`src/rtl/armleocpu_defs.sv`:
```
// rtl/armleocpu_defs.sv - shared load/store encodings and access-tag bit positions
package armleocpu_defs;

   localparam logic [2:0] LOAD_BYTE           = 3'b000;
   localparam logic [2:0] LOAD_HALF           = 3'b001;
   localparam logic [2:0] LOAD_WORD           = 3'b010;
   localparam logic [2:0] LOAD_BYTE_UNSIGNED  = 3'b100;
   localparam logic [2:0] LOAD_HALF_UNSIGNED  = 3'b101;

   localparam logic [1:0] STORE_BYTE          = 2'b00;
   localparam logic [1:0] STORE_HALF          = 2'b01;
   localparam logic [1:0] STORE_WORD          = 2'b10;

   localparam int ACCESSTAG_V = 0;
   localparam int ACCESSTAG_R = 1;
   localparam int ACCESSTAG_W = 2;
   localparam int ACCESSTAG_X = 3;
   localparam int ACCESSTAG_U = 4;
   localparam int ACCESSTAG_G = 5;
   localparam int ACCESSTAG_A = 6;
   localparam int ACCESSTAG_D = 7;

   // Bare mode grants every permission.
   localparam logic [7:0] ACCESSTAG_ALL = 8'hFF;

endpackage

```
`src/rtl/armleocpu_tlb_array.sv`:
```
// rtl/armleocpu_tlb_array.sv - direct-mapped TLB storage with one write and one read port
module armleocpu_tlb_array #(
   parameter int ENTRIES_W = 4
) (
   input  logic                    clk,
   input  logic                    rst_n,
   input  logic                    invalidate,
   input  logic                    write,
   input  logic [ENTRIES_W-1:0]    write_index,
   input  logic [19-ENTRIES_W:0]   write_tag,
   input  logic [21:0]             write_phys,
   input  logic [7:0]              write_accesstag,
   input  logic [ENTRIES_W-1:0]    read_index,
   output logic                    read_valid,
   output logic [19-ENTRIES_W:0]   read_tag,
   output logic [21:0]             read_phys,
   output logic [7:0]              read_accesstag
);

   localparam int ENTRIES = 1 << ENTRIES_W;

   logic [ENTRIES-1:0]   valid;
   logic [19-ENTRIES_W:0] tag_mem [ENTRIES];
   logic [21:0]          phys_mem [ENTRIES];
   logic [7:0]           acc_mem [ENTRIES];

   // Only valid bits are reset; invalidate beats a simultaneous write.
   always_ff @(posedge clk or negedge rst_n) begin
      if (!rst_n) begin
         valid <= '0;
      end else if (invalidate) begin
         valid <= '0;
      end else if (write) begin
         valid[write_index] <= 1'b1;
      end
   end

   always_ff @(posedge clk) begin
      if (write && !invalidate) begin
         tag_mem[write_index]  <= write_tag;
         phys_mem[write_index] <= write_phys;
         acc_mem[write_index]  <= write_accesstag;
      end
   end

   assign read_valid     = valid[read_index];
   assign read_tag       = tag_mem[read_index];
   assign read_phys      = phys_mem[read_index];
   assign read_accesstag = acc_mem[read_index];

endmodule

```
`src/rtl/armleocpu_lsu_frontend.sv`:
```
// rtl/armleocpu_lsu_frontend.sv - TLB lookup plus combinational load/store data formatting
module armleocpu_lsu_frontend
   import armleocpu_defs::*;
#(
   parameter int ENTRIES_W = 4
) (
   input  logic        clk,
   input  logic        rst_n,
   input  logic        tlb_enable,
   input  logic [19:0] tlb_vtag,
   input  logic        tlb_resolve,
   input  logic        tlb_invalidate,
   input  logic        tlb_write,
   input  logic [19:0] tlb_vtag_w,
   input  logic [21:0] tlb_phys_w,
   input  logic [7:0]  tlb_accesstag_w,
   output logic        tlb_done,
   output logic        tlb_miss,
   output logic [21:0] tlb_phys_r,
   output logic [7:0]  tlb_accesstag_r,
   input  logic [1:0]  ld_offset,
   input  logic [2:0]  ld_type,
   input  logic [31:0] ld_data_in,
   output logic [31:0] ld_data_out,
   output logic        ld_missaligned,
   output logic        ld_unknowntype,
   input  logic [1:0]  st_offset,
   input  logic [1:0]  st_type,
   input  logic [31:0] st_data_in,
   output logic [31:0] st_data_out,
   output logic [3:0]  st_mask,
   output logic        st_missaligned,
   output logic        st_unknowntype
);

   logic                  rd_valid;
   logic [19-ENTRIES_W:0] rd_tag;
   logic [21:0]           rd_phys;
   logic [7:0]            rd_accesstag;
   logic                  hit;

   armleocpu_tlb_array #(.ENTRIES_W(ENTRIES_W)) u_array (
      .clk             (clk),
      .rst_n           (rst_n),
      .invalidate      (tlb_invalidate),
      .write           (tlb_write),
      .write_index     (tlb_vtag_w[ENTRIES_W-1:0]),
      .write_tag       (tlb_vtag_w[19:ENTRIES_W]),
      .write_phys      (tlb_phys_w),
      .write_accesstag (tlb_accesstag_w),
      .read_index      (tlb_vtag[ENTRIES_W-1:0]),
      .read_valid      (rd_valid),
      .read_tag        (rd_tag),
      .read_phys       (rd_phys),
      .read_accesstag  (rd_accesstag)
   );

   assign hit = rd_valid && (rd_tag == tlb_vtag[19:ENTRIES_W]);

   // Array reads see pre-edge contents, so same-cycle writes only affect later lookups.
   always_ff @(posedge clk or negedge rst_n) begin
      if (!rst_n) begin
         tlb_done        <= 1'b0;
         tlb_miss        <= 1'b0;
         tlb_phys_r      <= '0;
         tlb_accesstag_r <= '0;
      end else begin
         tlb_done <= tlb_resolve;
         if (tlb_resolve) begin
            if (!tlb_enable) begin
               tlb_miss        <= 1'b0;
               tlb_phys_r      <= {2'b00, tlb_vtag};
               tlb_accesstag_r <= ACCESSTAG_ALL;
            end else if (hit) begin
               tlb_miss        <= 1'b0;
               tlb_phys_r      <= rd_phys;
               tlb_accesstag_r <= rd_accesstag;
            end else begin
               tlb_miss        <= 1'b1;
               tlb_phys_r      <= '0;
               tlb_accesstag_r <= '0;
            end
         end
      end
   end

   logic [7:0]  ld_byte;
   logic [15:0] ld_half;

   assign ld_byte = ld_data_in[{ld_offset, 3'b000} +: 8];
   assign ld_half = ld_offset[1] ? ld_data_in[31:16] : ld_data_in[15:0];

   always_comb begin
      ld_data_out    = '0;
      ld_missaligned = 1'b0;
      ld_unknowntype = 1'b0;
      case (ld_type)
         LOAD_BYTE:          ld_data_out = {{24{ld_byte[7]}}, ld_byte};
         LOAD_BYTE_UNSIGNED: ld_data_out = {24'h0, ld_byte};
         LOAD_HALF, LOAD_HALF_UNSIGNED: begin
            if (ld_offset[0])
               ld_missaligned = 1'b1;
            else if (ld_type == LOAD_HALF)
               ld_data_out = {{16{ld_half[15]}}, ld_half};
            else
               ld_data_out = {16'h0, ld_half};
         end
         LOAD_WORD: begin
            if (ld_offset != 2'b00)
               ld_missaligned = 1'b1;
            else
               ld_data_out = ld_data_in;
         end
         default:            ld_unknowntype = 1'b1;
      endcase
   end

   always_comb begin
      st_data_out    = '0;
      st_mask        = '0;
      st_missaligned = 1'b0;
      st_unknowntype = 1'b0;
      case (st_type)
         STORE_BYTE: begin
            st_data_out = {24'h0, st_data_in[7:0]} << {st_offset, 3'b000};
            st_mask     = 4'b0001 << st_offset;
         end
         STORE_HALF: begin
            if (st_offset[0]) begin
               st_missaligned = 1'b1;
            end else begin
               st_data_out = st_offset[1] ? {st_data_in[15:0], 16'h0} : {16'h0, st_data_in[15:0]};
               st_mask     = st_offset[1] ? 4'b1100 : 4'b0011;
            end
         end
         STORE_WORD: begin
            if (st_offset != 2'b00) begin
               st_missaligned = 1'b1;
            end else begin
               st_data_out = st_data_in;
               st_mask     = 4'b1111;
            end
         end
         default:    st_unknowntype = 1'b1;
      endcase
   end

endmodule

```
`config.mk`:
```
export PLATFORM = sky130hd
export DESIGN_NAME = armleocpu_lsu_frontend
export DESIGN_NICKNAME = d
export VERILOG_FILES = /design/src/rtl/armleocpu_defs.sv /design/src/rtl/armleocpu_tlb_array.sv /design/src/rtl/armleocpu_lsu_frontend.sv
export SDC_FILE = /design/constraint.sdc
export NUM_CORES = 1
export LEC_CHECK = 0
export BUFFER_PORTS_ARGS = -buffer_cell sky130_fd_sc_hd__buf_4
export CORE_MARGIN = 4
export CORE_UTILIZATION = 55
export DETAILED_ROUTE_END_ITERATION = 8
export GPL_TIMING_DRIVEN = 0
export HOLD_SLACK_MARGIN = 0.08
export PLACE_DENSITY = 0.74
export RECOVER_POWER = 50
export SYNTH_ARGS = -nofsm -noshare
export SYNTH_HDL_FRONTEND = slang
export SYNTH_SLANG_ARGS = --single-unit
```
`constraint.sdc`:
```
create_clock -name clk -period 5.5 [get_ports clk]
set_clock_uncertainty 0.2 [all_clocks]
set_input_delay 0.275 -clock clk [delete_from_list [all_inputs] [get_ports clk]]
set_output_delay 0.275 -clock clk [all_outputs]
set_load 0.1 [all_outputs]
```
# --- Yosys cells after proc, flatten, opt, wreduce, memory -nomap -nowiden ---
# Memories as Yosys holds them, arrays and structs flattened.
# Index checks and enable logic that the tools add are counted.
word_totals:
  regBits: 48
  mem_count: 3
  ram_bits: 736
  word_cells: 69
mem_list:
  columns: ["name", "words", "width", "rd", "rd_ports_with_merged_regs", "wr", "line_no", "text"]
  rows:
  - ["u_array.phys_mem", 16, 22, 1, 0, 1, "armleocpu_tlb_array.sv:24", "logic [21:0] phys_mem [ENTRIES];"]
  - ["u_array.tag_mem", 16, 16, 1, 0, 1, "armleocpu_tlb_array.sv:23", "logic [19-ENTRIES_W:0] tag_mem [ENTRIES];"]
  - ["u_array.acc_mem", 16, 8, 1, 0, 1, "armleocpu_tlb_array.sv:25", "logic [7:0] acc_mem [ENTRIES];"]
op_classes:
  shift: 3
  n_mux: 35
  bitwise_logic: 1
  n_lt_le_gt_ge: 3
  reduce_logical: 12
  n_eq_ne: 7
op_table:
  columns: ["operator", "count"]
  rows:
  - ["2-to-1 mux 32 bit", 6]
  - ["case mux 32 bit (4 select lines)", 1]
  - ["case mux 32 bit (3 select lines)", 1]
  - ["2-to-1 mux 16 bit", 3]
  - ["2-to-1 mux 22 bit", 2]
  - ["indexed part select 32 x 6 -> 8 bit", 1]
  - ["left shift 8 x 5 -> 32 bit", 1]
  - ["== test 16 bit", 1]
  - ["2-to-1 mux 8 bit", 2]
  - ["bitwise OR 16 bit", 1]
  - ["2-to-1 mux 1 bit", 12]
  - ["2-to-1 mux 4 bit", 3]
  - ["case mux 4 bit (3 select lines)", 1]
  - ["less-than comparator 4 x 5 -> 1 bit, second input constant", 2]
  - ["== test 3 bit, second input constant", 2]
  - ["nonzero test 2 bit", 3]
  - ["OR reduction 5 bit", 1]
  - ["binary-select mux 1 bit (select 4 bit)", 1]
  - ["demux 1 bit (select 4 bit)", 1]
  - [">= comparator 4 x 1 -> 1 bit, second input constant", 1]
  - ["case mux 1 bit (2 select lines)", 2]
  - ["left shift 1 x 2 -> 4 bit, first input constant", 1]
  - ["== test 3 x 1 -> 1 bit, second input constant", 1]
  - ["== test 3 x 2 -> 1 bit, second input constant", 1]
  - ["8 further kinds", 10]

# --- Longest topological paths before layout ---
logic_depth:
  word_depth: 7
  mapped_depth: 13

# --- Cells and area by module ---
# Synthesis repeated with hierarchy kept, for this count alone.
unflattened:
  cells_unflattened: 1585
  hier_area_um2: 31305.0
by_module_without_submodules:
  columns: ["mod", "cells_each", "area_each_um2", "instances"]
  rows:
  - ["armleocpu_tlb_array", 1191, 28260.9, 1]
  - ["armleocpu_lsu_frontend", 394, 3044.2, 1]

# --- Worst setup path before layout ---
# No wires, ideal clock.
synth_path:
  path_kind: "input to register"
  startpoint: "input tlb_invalidate"
  endpoint: "memory u_array.acc_mem[0][0], enable pin"
  arrival_time_ps: 4007
  cell_stages: 4
  slack_ps: 783
  setup_ps: 509
  n_path_buf: 0
  cell_sequence: "clkinv_1 -> nand2_1 -> or3_1 -> nor3_1"
synth_between:
  elab_chain_cells: 4
synth_rtl:
  columns: ["item", "line_no", "text"]
  rows:
  - ["start: declaration", "armleocpu_lsu_frontend.sv:12", "input logic tlb_invalidate,"]
  - ["logical NOT 1 bit", "armleocpu_tlb_array.sv:39", "if (write && !invalidate) begin"]
  - ["logical AND 1 bit", "armleocpu_tlb_array.sv:39", null]
  - ["2-to-1 mux 1 bit", "armleocpu_tlb_array.sv:39", null]
  - ["2-to-1 mux 1 bit (not written as such)", "armleocpu_tlb_array.sv:42", "acc_mem[write_index] <= write_accesstag;"]
  - ["end: declaration", "armleocpu_tlb_array.sv:25", null]
# Every way passes these cells.

# --- Worst setup path in the final report ---
layout_path:
  startpoint: "input tlb_vtag[3]"
  endpoint: "register tlb_phys_r[19]"
layout_between:
  elab_chain_cells: 5
  word_cells_on_any_way: 8
  classes_between: "eq/ne (1); mux (4); reduce/logical (1); memory (2)"
layout_rtl:
  columns: ["item", "line_no", "text"]
  rows:
  - ["start: declaration", "armleocpu_lsu_frontend.sv:10", "input logic [19:0] tlb_vtag,"]
  - ["memory read (16 x 16 bit) / binary-select mux 1 bit (select 4 bit) (equally long branches)", null, null]
  - ["== test 16 bit / 2-to-1 mux 1 bit (equally long branches)", "armleocpu_lsu_frontend.sv:58, armleocpu_tlb_array.sv:46", null]
  - ["logical AND 1 bit", "armleocpu_lsu_frontend.sv:58", "assign hit = rd_valid && (rd_tag == tlb_vtag[19:ENTRIES_W]);"]
  - ["2-to-1 mux 22 bit (*)", "armleocpu_lsu_frontend.sv:74", "end else if (hit) begin"]
  - ["2-to-1 mux 22 bit (*)", "armleocpu_lsu_frontend.sv:70", "if (!tlb_enable) begin"]
  - ["end signal: assignment", "armleocpu_lsu_frontend.sv:72", "tlb_phys_r <= {2'b00, tlb_vtag};"]
  - ["end signal: assignment", "armleocpu_lsu_frontend.sv:76", "tlb_phys_r <= rd_phys;"]
  - ["end: declaration", "armleocpu_lsu_frontend.sv:19", "output logic [21:0] tlb_phys_r,"]
# Mark *: on every way between the ends. The rest lies on a longest branch, timed or not. The select of a mux whose other input is x is not followed.
# A chain may end at the register's enable or synchronous reset.

==> run_results.csv <==
group,metric,value,unit
routing,routed-wl-met3,7590,um
timing,rsz0062_at_grt,"false",
synthesis,ys_async_sr_fraction,6.12,%
pwr,p_leak,12.9,nW
routing,post_drt_wl_per_cell,29.3,um
worst_setup_path,crit_chain,"clkbuf_1, buf_1, mux4_2, mux2i_1, mux2i_1, xnor2_1, nand2_1, a2111oi_4, nand4_1, a31oi_1, dlygate4sd3_1",
cts,clk_latency,0.62,ns
worst_setup_path,r2r_slack,1.65,ns
pwr,power.total,13.0,mW
final_layout,drive_gt1_share,28.8,%
synthesis,dominantRegCellSynth,"edfxtp_1",
min_path,hold_path_class,"in2reg",
timing,fmax,239,MHz
cts,clock_path_buffers,3,
synthesis,yosysWarnings,0,
worst_setup_path,cp.required,5.85,ns
worst_setup_path,reg2reg_from,"u_array.tag_mem[5][15]$_DFFE_PP_",
worst_setup_path,critical_path_buf_inv_count,3,
final_layout,fillers,3682,
die,fp.coreArea,0.0564,mm2
final_layout,layout_commonest_cell,"edfxtp_1",
pwr,ir_drop,0.000220,V
final_layout,area_delta_synth_final,21.0,%
min_path,hp-start,"tlb_enable",
die,dieArea,0.0609,mm2
pwr,pwr-share-seq,51.3,%
cts,cts_num_sinks,784,
placement,place_area,0.0351,mm2
placement,place_congestion,0.843,
placement,port_buffers,247,
pwr,net-switching-power,3.02,mW
global_route,grt_first_pass_wirelength,120000,um
placement,dp_hpwl,53300,um
worst_setup_path,cp.arrival,4.53,ns
run_status,outcome,"finished with violations",
pwr,clockPowerShare,39.3,%
cts,post-cts-setup-buffers,0,
timing,relSlewSlack,-85.0,%
cts,clk_pin_slew,0.06,ns
flow_run,maxCapViolations,3,
timing,setup_viol,0,
cts,cts_buffers,78,
routing,drt_first_pass_iters,8,
timing,final.period_utilization,75.9,%
worst_setup_path,timing.rr.end,"tlb_phys_r[19]$_DFFE_PN0P_",
synthesis,synth-edff-count,736,
cts,cts_root_buf,"clkbuf_16",
die,die_h,247,um
global_route,grtUsageTotal,27.3,%
routing,wirelength_met1,30800,um
cts,cts_resized,0,
final_layout,final_area,0.0379,mm2
routing,drcViolationCount,0,
synthesis,syn-num-nets,1693,
final_layout,layout.cells.most_common_list,"edfxtp_1, mux4_2, buf_4, clkbuf_1, clkbuf_16",
global_route,grt_pass1_vias,17900,
routing,wl,82400,um
worst_setup_path,cpMaxStageDelayCell,"buf_1",
routing,via_per_inst,6.31,
placement,post-place-ws,1.07,ns
global_route,antenna_found_initial,4,
routing,ant_nets,0,
routing,met2_length,42100,um
synthesis,syn_avg_cell_area,20.3,um2
routing,routed.top_layer,"met4",
die,io_pins,253,
min_path,hold_depth,4,
worst_setup_path,slowest_delay,0.81,ns
synthesis,ys_ff_latch,784,
pwr,switching_share,23.3,%
worst_setup_path,critical_path_class,"in2reg",
worst_setup_path,startpoint,"tlb_vtag[3]",
timing,maxSlewViolCount,82,
worst_setup_path,crit_family,"buffers and inverters",
synthesis,synth_cell_types,47,
die,start_util,55.6,%
global_route,grt_start_max_net_pins,49,
worst_setup_path,cpMostUsedCell,"mux2i_1",
routing,drt_iter0_markers,2125,
global_route,overflow,0,
synthesis,seq_area_frac_synth,74.4,%
synthesis,syn_inst,1540,
worst_setup_path,r2r_cells,8,
routing,dr_total_vias,17800,
cts,cts.hold.buffers_added,74,
cts,htree_levels,3,
timing,worstMarginPinSlew,2.78,ns
run_status,violations,"capacitance limit, slew limit",
timing,layout_min_cycle_time,4.18,ns
synthesis,synth_area,0.0313,mm2
final_layout,nets,2145,
pwr,power_per_cell_area,343,mW/mm2
timing,worst_slack,1.32,ns
timing,finalHoldViolCount,0,
pwr,comb_power_share,9.4,%
worst_setup_path,end_kind,"flop",
worst_setup_path,critPathMaxFanout,10,
die,die_x,247,um
pwr,internal-power,9.97,mW
min_path,hold_path_end,"tlb_phys_r[21]$_DFFE_PN0P_",
worst_setup_path,startpoint_type,"primary input",
cts,cts_tree,"built",
die,num_rows,87,
[sequential cells by signal, indices dropped and copies added (netlist names)]
name and flops:
u_array.phys_mem 352, u_array.tag_mem 256, u_array.acc_mem 128, tlb_phys_r 22
u_array.valid 16, tlb_accesstag_r 8, tlb_done 1, tlb_miss 1
[worst reg2reg max path, delay by kind of cell (launching register included)]
family	cells	cell delay, ns
buffers and inverters	1	0.57
muxes	2	1.04
AOI/OAI and AO/OA	2	0.99
xor gates and xnor gates	1	0.20
and+or+nand+nor	2	0.42
DFF	1	0.36
[power groups by stage]
| stage | sequential [mW] | clock, mW | combinational [mW] |
|---|---|---|---|
| CTS | 6.66 | 5.16 | 1.26 |
| detailed placement | 6.78 | 0 | 1.21 |
| global route | 6.66 | 5.44 | 1.28 |
| finish | 6.66 | 5.11 | 1.22 |
| global placement | 6.78 | 0 | 1.17 |
| floorplan | 6.91 | 0 | 0.624 |
[cell usage after synthesis, types with 9 or more instances]
cell,number,share of area (%)
edfxtp_1,736,71
mux4_2,205,15
nor2_1,90,1.1
nand2_1,55,0.66
dfrtp_1,48,3.8
mux2i_1,44,1.4
clkbuf_1,36,0.43
a21o_1,32,0.77
buf_2,31,0.50
a31oi_1,27,0.54
a22oi_1,25,0.60
nand4_1,24,0.48
o21ai_0,21,0.34
xnor2_1,16,0.45
and2_1,13,0.26
buf_1,13,0.16
a22o_1,10,0.28
a21oi_1,9,0.14
[how the worst max path moves through the flow]
stage	endpoint	slack [ns]	cells past startpoint
5_1_grt	tlb_phys_r[19]$_DFFE_PN0P_	1.16	11
6_report	tlb_phys_r[19]$_DFFE_PN0P_	1.32	11
2_1_floorplan	u_array.acc_mem[0][0]$_DFFE_PP_	0.78	4
3_3_place_gp	u_array.phys_mem[0][9]$_DFFE_PP_	-3.95	5
4_1_cts	tlb_phys_r[19]$_DFFE_PN0P_	1.48	11
3_5_place_dp	tlb_accesstag_r[2]$_DFFE_PN0P_	1.07	11
[area by class of cell]
| class | count | area, um2 | share of cell area [%] |
|---|---|---|---|
| diodes | 5 | 12.5 | 0.0330 |
| plain buffers | 90 | 444 | 1.17 |
| clock buffers | 117 | 2230 | 5.89 |
| clock inverters | 22 | 208 | 0.548 |
| inverters | 8 | 30.0 | 0.0792 |
| multi-input cells | 658 | 7660 | 20.2 |
| flip-flops and latches | 784 | 23300 | 61.5 |
| well taps | 756 | 946 | 2.49 |
| repair buffers | 372 | 3080 | 8.12 |
[per-stage QoR]
| step | TNS [ns] | cells | hold slack [ns] | util (%) |
|---|---|---|---|---|
| 2_1_floorplan | 0 | 1540 | -0.221 | - |
| 3_3_place_gp | -1109.00 | 2543 | 0.112 | 60.5 |
| 3_5_place_dp | 0 | 2594 | 0.120 | 62.2 |
| 4_1_cts | 0 | 2807 | 0.106 | 67.9 |
| 5_1_grt | 0 | 2809 | 0.142 | 67.2 |
| 6_report | 0 | 2812 | 0.128 | 67.2 |
[cells by family after synthesis]
logic type	count (synthesis)	share of synthesized area, %
XOR/XNOR	21	0.587
AND/OR/NAND/NOR	220	3.19
flip-flops	784	74.4
buffers and inverters	98	1.51
multiplexers	258	16.5
AO/OA/AOI/OAI	155	3.67
adder cells (fa/ha/maj)	4	0.160
[layer usage]
layer | global-route usage [%] | up-vias
met5 | 0 | -
met4 | 7.54 | 0
met3 | 4.90 | 119
met2 | 46.2 | 1019
met1 | 37.3 | 9310
li1 | - | 7305
Power figures use the tool's default switching activity.
